File: config.mk
export PLATFORM = sky130hd
export DESIGN_NAME = asicfreq_scheduler
export DESIGN_NICKNAME = d
export VERILOG_FILES = /design/src/rtl/asicfreq_scheduler.sv
export SDC_FILE = /design/constraint.sdc
export NUM_CORES = 1
export LEC_CHECK = 0
export ABC_AREA = 1
export ABC_CLOCK_PERIOD_IN_PS = 3730
export BUFFER_PORTS_ARGS = -buffer_cell sky130_fd_sc_hd__buf_2
export CORE_MARGIN = 2
export CORE_UTILIZATION = 50
export CTS_BUF_LIST = sky130_fd_sc_hd__clkbuf_16
export DETAILED_ROUTE_END_ITERATION = 8
export GPL_TIMING_DRIVEN = 0
export PLACE_DENSITY = 0.73
export SETUP_SLACK_MARGIN = 0.2
export SYNTH_ARGS = -nofsm -noshare
export SYNTH_HDL_FRONTEND = slang
export SYNTH_SLANG_ARGS = --single-unit
export TNS_END_PERCENT = 20
File: constraint.sdc
create_clock -name wb_clk_i -period 3.73 [get_ports wb_clk_i]
set_input_delay 0.746 -clock wb_clk_i [delete_from_list [all_inputs] [get_ports wb_clk_i]]
set_output_delay 0.746 -clock wb_clk_i [all_outputs]
set_load 0.005 [all_outputs]
File: src/rtl/asicfreq_scheduler.sv
// Sweeps the shared asicfreq edge counter across NCH signal-under-test inputs: select, settle, clear, gate, wait, report.
// Define ASICFREQ_OVF_SAT_EN to saturate res_value to all ones when the counter reports a wrap.
`timescale 1ns/1ps
module asicfreq_scheduler #(
    parameter int NCH      = 4,
    parameter int CH_W     = 2,
    parameter int DW       = 32,
    parameter int GATE_W   = 24,
    parameter int SETTLE   = 4,
    parameter int SYNC_LAT = 3
) (
    input  logic              wb_clk_i,
    input  logic              wb_rst_i,
    input  logic              cfg_en,
    input  logic              cfg_cont,
    input  logic              cfg_start,
    input  logic [NCH-1:0]    cfg_mask,
    input  logic [GATE_W-1:0] cfg_gate,
    output logic              busy,
    output logic [CH_W-1:0]   cnt_sel,
    output logic              cnt_clear,
    output logic              cnt_gate,
    input  logic [DW-1:0]     cnt_value,
    input  logic              cnt_ovf,
    output logic              res_valid,
    input  logic              res_ready,
    output logic [CH_W-1:0]   res_addr,
    output logic [DW-1:0]     res_value,
    output logic              res_ovf,
    output logic              sweep_done
);

    localparam int PMAX = (SETTLE > SYNC_LAT) ? SETTLE : SYNC_LAT;
    localparam int PW   = $clog2(PMAX + 1);

    typedef enum logic [2:0] {
        IDLE, SELECT, CLEAR, GATE, WAIT, REPORT
    } state_t;

    state_t            state;
    logic [NCH-1:0]    mask_q;
    logic [GATE_W-1:0] gate_q;
    logic [GATE_W-1:0] gate_cnt;
    logic [PW-1:0]     ph_cnt;

    logic [CH_W-1:0]   lo_ch;
    logic [CH_W-1:0]   nxt_ch;
    logic              nxt_found;
    logic [DW-1:0]     cap_value;

    // lowest channel of the incoming mask, and the next latched channel above the current one
    always_comb begin
        lo_ch     = '0;
        nxt_ch    = '0;
        nxt_found = 1'b0;
        for (int i = NCH - 1; i >= 0; i--) begin
            if (cfg_mask[i])
                lo_ch = CH_W'(i);
            if (mask_q[i] && (i > int'(cnt_sel))) begin
                nxt_ch    = CH_W'(i);
                nxt_found = 1'b1;
            end
        end
    end

`ifdef ASICFREQ_OVF_SAT_EN
    assign cap_value = cnt_ovf ? {DW{1'b1}} : cnt_value;
`else
    assign cap_value = cnt_value;
`endif

    always_ff @(posedge wb_clk_i or posedge wb_rst_i) begin
        if (wb_rst_i) begin
            state      <= IDLE;
            mask_q     <= '0;
            gate_q     <= '0;
            gate_cnt   <= '0;
            ph_cnt     <= '0;
            busy       <= 1'b0;
            cnt_sel    <= '0;
            cnt_clear  <= 1'b0;
            cnt_gate   <= 1'b0;
            res_valid  <= 1'b0;
            res_addr   <= '0;
            res_value  <= '0;
            res_ovf    <= 1'b0;
            sweep_done <= 1'b0;
        end else begin
            sweep_done <= 1'b0;
            if (!cfg_en) begin
                // abort: drop any in-flight measurement or pending result
                state     <= IDLE;
                busy      <= 1'b0;
                cnt_sel   <= '0;
                cnt_clear <= 1'b0;
                cnt_gate  <= 1'b0;
                res_valid <= 1'b0;
                res_addr  <= '0;
                res_value <= '0;
                res_ovf   <= 1'b0;
            end else begin
                unique case (state)
                    IDLE: begin
                        if (cfg_start || cfg_cont) begin
                            mask_q <= cfg_mask;
                            if (cfg_mask == '0) begin
                                sweep_done <= 1'b1;
                            end else begin
                                state   <= SELECT;
                                busy    <= 1'b1;
                                cnt_sel <= lo_ch;
                                ph_cnt  <= '0;
                            end
                        end
                    end
                    SELECT: begin
                        if (ph_cnt == PW'(SETTLE - 1)) begin
                            state     <= CLEAR;
                            cnt_clear <= 1'b1;
                        end else begin
                            ph_cnt <= ph_cnt + 1'b1;
                        end
                    end
                    CLEAR: begin
                        state     <= GATE;
                        cnt_clear <= 1'b0;
                        cnt_gate  <= 1'b1;
                        gate_q    <= cfg_gate;
                        gate_cnt  <= GATE_W'(1);
                    end
                    GATE: begin
                        // a zero gate length still opens a one-cycle window
                        if (gate_cnt >= gate_q) begin
                            state    <= WAIT;
                            cnt_gate <= 1'b0;
                            ph_cnt   <= '0;
                        end else begin
                            gate_cnt <= gate_cnt + 1'b1;
                        end
                    end
                    WAIT: begin
                        if (ph_cnt == PW'(SYNC_LAT - 1)) begin
                            state     <= REPORT;
                            res_valid <= 1'b1;
                            res_addr  <= cnt_sel;
                            res_value <= cap_value;
                            res_ovf   <= cnt_ovf;
                        end else begin
                            ph_cnt <= ph_cnt + 1'b1;
                        end
                    end
                    REPORT: begin
                        if (res_ready) begin
                            res_valid <= 1'b0;
                            ph_cnt    <= '0;
                            if (nxt_found) begin
                                state   <= SELECT;
                                cnt_sel <= nxt_ch;
                            end else begin
                                sweep_done <= 1'b1;
                                if (cfg_cont && (cfg_mask != '0)) begin
                                    mask_q  <= cfg_mask;
                                    state   <= SELECT;
                                    cnt_sel <= lo_ch;
                                end else begin
                                    mask_q <= cfg_cont ? cfg_mask : mask_q;
                                    state  <= IDLE;
                                    busy   <= 1'b0;
                                end
                            end
                        end
                    end
                    default: begin
                        state <= IDLE;
                        busy  <= 1'b0;
                    end
                endcase
            end
        end
    end

endmodule

==> results.py <==
metrics = {
    "timing": {
        "max_freq_mhz": 442,
        "relSlewSlack_pct": 57.9,
        "finalWorstSetupSlack_ps": 1470,
        "finalCritPeriodShare_pct": 60.6,
        "setup_viol": 0,
        "finClkSkew_ps": 4.88,
        "min_period_ps": 2260,
        "whs_ps": 473,
        "maxSlewViolCount": 0,
        "rsz0062_at_grt": "no",
        "worst_pin_slew_ps": 631,
        "hold_viol_final": 0,
    },
    "global_routing": {
        "antenna_found_initial": 0,
        "grt_max_degree": 53,
        "grt_pass1_wl_mm": 23.6,
        "track_usage_pct": 25.6,
        "grt.overflow.total": 0,
        "grt_pass1_vias": 5044,
    },
    "clocking": {
        "htreeDepth": 3,
        "clock_sinks": 99,
        "cts_hold_buffers": 0,
        "clkLatencyLatePin_ps": 350,
        "clockBufferDepth": 2,
        "cts_root_buf": "clkbuf_16",
        "cts_buffers": 9,
        "clk_pin_slew_worst_paths_ps": 70,
        "postCtsResizedCells": 0,
        "post-cts-setup-buffer-count": 0,
        "cts_tree": "yes",
    },
    "floorplanning": {
        "ios": 109,
        "start_util_pct": 51.5,
        "core_um2": 10800,
        "die-area_um2": 12000,
        "dieWidth_um": 110,
        "rows": 38,
        "die_h_um": 110,
    },
    "power": {
        "p_leak_nw": 3.46,
        "vdd_ir_drop_max_mv": 0.354,
        "finalPower_mw": 3.49,
        "power.density_nw_per_um2": 530,
    },
    "synthesis": {
        "synthMuxAreaShare_pct": 0,
        "synth-seq-area-share_pct": 44.4,
        "synth_edf_count": 0,
        "synth-seq-cells": 99,
        "synth_top_family_by_area": "simple AND/OR/NAND/NOR gates",
        "synth-xor-area-share_pct": 2.51,
        "synthAdderAreaFrac_pct": 6.28,
        "synth_cell_types": 35,
        "synthesis.area_um2": 5580,
        "synth-compound-area-share_pct": 9.22,
        "synth_area_per_cell_um2": 7.51,
        "yosys_warnings": 0,
        "synthesis.nets": 838,
        "synth-main-ff-cell": "dfrtp_1",
        "synthCells": 743,
        "synth-async-reset-ratio_pct": 100,
        "synth_simple_gate_area_share_pct": 30.1,
    },
    "layout": {
        "nets": 958,
        "fin_cells": 1006,
        "antenna_cells": 0,
        "fin_area_um2": 6580,
        "layout-drive-gt1-share_pct": 18.4,
        "num-fill-cells": 1006,
        "syn_to_final_growth_pct": 18.0,
    },
    "setup_path": {
        "endpoint_kind": "flip-flop",
        "worst-r2r-cell-count": 11,
        "crit_top_cell": "nand2_1",
        "cpPeakStageDelay_ps": 460,
        "path_buf_inv": 1,
        "path_class": "reg -> reg",
        "r2r-end": "gate_cnt[23]$_DFFE_PP0P_",
        "startpoint_type": "flip-flop",
        "cpLargestDelayFamily": "simple AND/OR/NAND/NOR gates",
        "r2r_setup_slack_ps": 1470,
        "cp_max_fo": 10,
        "slowest_stage": "dfrtp_1",
        "cp.required_ps": 3980,
        "crit_chain": "ha_1, nand2_1, nor2_1, nand4_1, nor2_1, nand2_1, nand2_1, nand2_2, buf_2, nand3_1, nand2_1",
        "r2r-start": "gate_cnt[15]$_DFFE_PP0P_",
        "arrival_ps": 2510,
    },
    "run_status": {
        "outcome": "complete, no violations",
    },
    "place": {
        "place_ws_ps": 1500,
        "placed_cells": 992,
        "numPortBuffers": 108,
        "dpl.hpwl_mm": 11.0,
        "gp_congestion": 0.941,
        "place_area_um2": 6320,
    },
    "drt": {
        "drt_pre_antenna_iters": 5,
        "antenna_left": 0,
        "drc_errors": 0,
        "wirelength_mm": 14.3,
        "drt_iter0_drc": 277,
        "via_per_inst": 5.21,
        "num_vias": 5244,
        "wl_per_cell_um": 14.2,
    },
    "flow_run": {
        "maxCapViolations": 0,
    },
    "worst_hold_path": {
        "hold_class": "in -> async",
    },
}
[sequential cells by signal, summed over array words and instances, names as in the netlist]
name and count:
state 3, res_value 32, res_ovf 1, gate_cnt 24, mask_q 3, gate_q 24
cnt_gate 1, res_valid 1, sweep_done 1, cnt_clear 1, ph_cnt 3, res_addr 2
cnt_sel 2, busy 1
[metal layers]
| metal | vias to the layer above | GRT usage (%) | routed length, µm |
|---|---|---|---|
| met2 | 160 | 44.6 | 6960 |
| met1 | 2467 | 31.5 | 6260 |
| met3 | 20 | 4.15 | 809 |
| met4 | 0 | 10.5 | 307 |
| li1 | 2597 | - | - |
| met5 | - | 0 | 0 |
[synthesized netlist by cell type, types with 2 or more instances]
cell type / n / area (µm²)
clkbuf_1: 12 / 45.0
inv_2: 6 / 22.5
buf_4: 3 / 22.5
o31ai_1: 2 / 15.0
nor3_1: 2 / 10.0
a21o_1: 2 / 15.0
nor2_2: 5 / 31.3
buf_6: 2 / 22.5
xnor2_1: 8 / 70.1
nand3b_1: 2 / 15.0
nand3_2: 2 / 20.0
nand4_1: 11 / 68.8
xor2_1: 8 / 70.1
buf_2: 8 / 40.0
ha_1: 28 / 350
nor2_1: 63 / 236
inv_1: 69 / 259
nand2_2: 3 / 18.8
nor3b_1: 2 / 15.0
a21oi_1: 13 / 65.1
dfrtp_1: 99 / 2480
o21ai_1: 5 / 25.0
nand2_1: 265 / 995
a21oi_2: 2 / 17.5
o21ai_0: 66 / 330
o211ai_1: 2 / 15.0
nand3_1: 45 / 225
[cells in the final DEF, fill, tap and decap left out, types with 2 or more instances in the layout]
cell type and count:
nor3b_1 2, buf_4 3, nand2_2 3, clkbuf_16 9, xnor2_1 8, nand3_2 2
o31ai_1 2, dfrtp_1 99, nor3_1 2, nand3_1 45, o21ai_0 66, nand4_1 11
nand2_1 265, a21o_1 2, buf_6 2, clkbuf_1 12, ha_1 28, a21oi_2 2
o211ai_1 2, nor2_2 5, nand3b_1 2, a21oi_1 13, clkinv_2 3, inv_2 6
xor2_1 8, o21ai_1 5, inv_1 68, nor2_1 63, buf_2 116
[how the worst max path moves through the flow]
| stage | start | to | cells after the start |
|---|---|---|---|
| global route | gate_cnt[15]$_DFFE_PP0P_ | gate_cnt[13]$_DFFE_PP0P_ | 11 |
| finish | gate_cnt[15]$_DFFE_PP0P_ | gate_cnt[23]$_DFFE_PP0P_ | 11 |
| CTS | gate_cnt[15]$_DFFE_PP0P_ | gate_cnt[23]$_DFFE_PP0P_ | 11 |
| detailed placement | gate_cnt[15]$_DFFE_PP0P_ | gate_cnt[23]$_DFFE_PP0P_ | 11 |
| global placement | wb_rst_i | gate_q[0]$_DFFE_PP0P_ | 2 |
| floorplan | wb_rst_i | busy$_DFFE_PP0P_ | 1 |
[report_power, final]
| group | switching [mW] | total, mW | internal (mW) |
|---|---|---|---|
| registers | 0.143 | 1.50 | 1.36 |
| clock network | 0.403 | 0.846 | 0.443 |
| logic | 0.714 | 1.14 | 0.424 |
| total | 1.26 | 3.49 | 2.23 |
[final cells by class]
class	instances	area (µm²)	share of cell area [%]
clock buffers	9	225	3.42
flip-flops and latches	99	2480	37.6
repair buffers	109	568	8.63
plain buffers	26	134	2.03
clock inverters	5	31.3	0.475
well taps	140	175	2.66
multi-input cells	543	2690	40.8
inverters	75	284	4.32
[per-stage QoR]
step | setup TNS, ps | utilization (%)
floorplan | 0 | -
global placement | -68330 | 58.1
detailed placement | 0 | 58.3
CTS | 0 | 60.7
global route | 0 | 60.7
finish | 0 | 60.7
[logic make-up after synthesis]
| logic type | count (synthesis) |
|---|---|
| and+or+nand+nor | 404 |
| xor gates and xnor gates | 16 |
| DFF | 99 |
| adders and majority gates | 28 |
| buffers and inverters | 101 |
| AOI/OAI and AO/OA | 95 |
[worst register-to-register path, stage by stage, from the launching register on]
cell     delay [ps]
dfrtp_1         460
ha_1            330
nand2_1          70
nor2_1          240
nand4_1         190
nor2_1          170
nand2_1         100
nand2_1          90
nand2_2         130
buf_2           230
nand3_1         110
nand2_1          60
(Power assumes the default switching activity.)
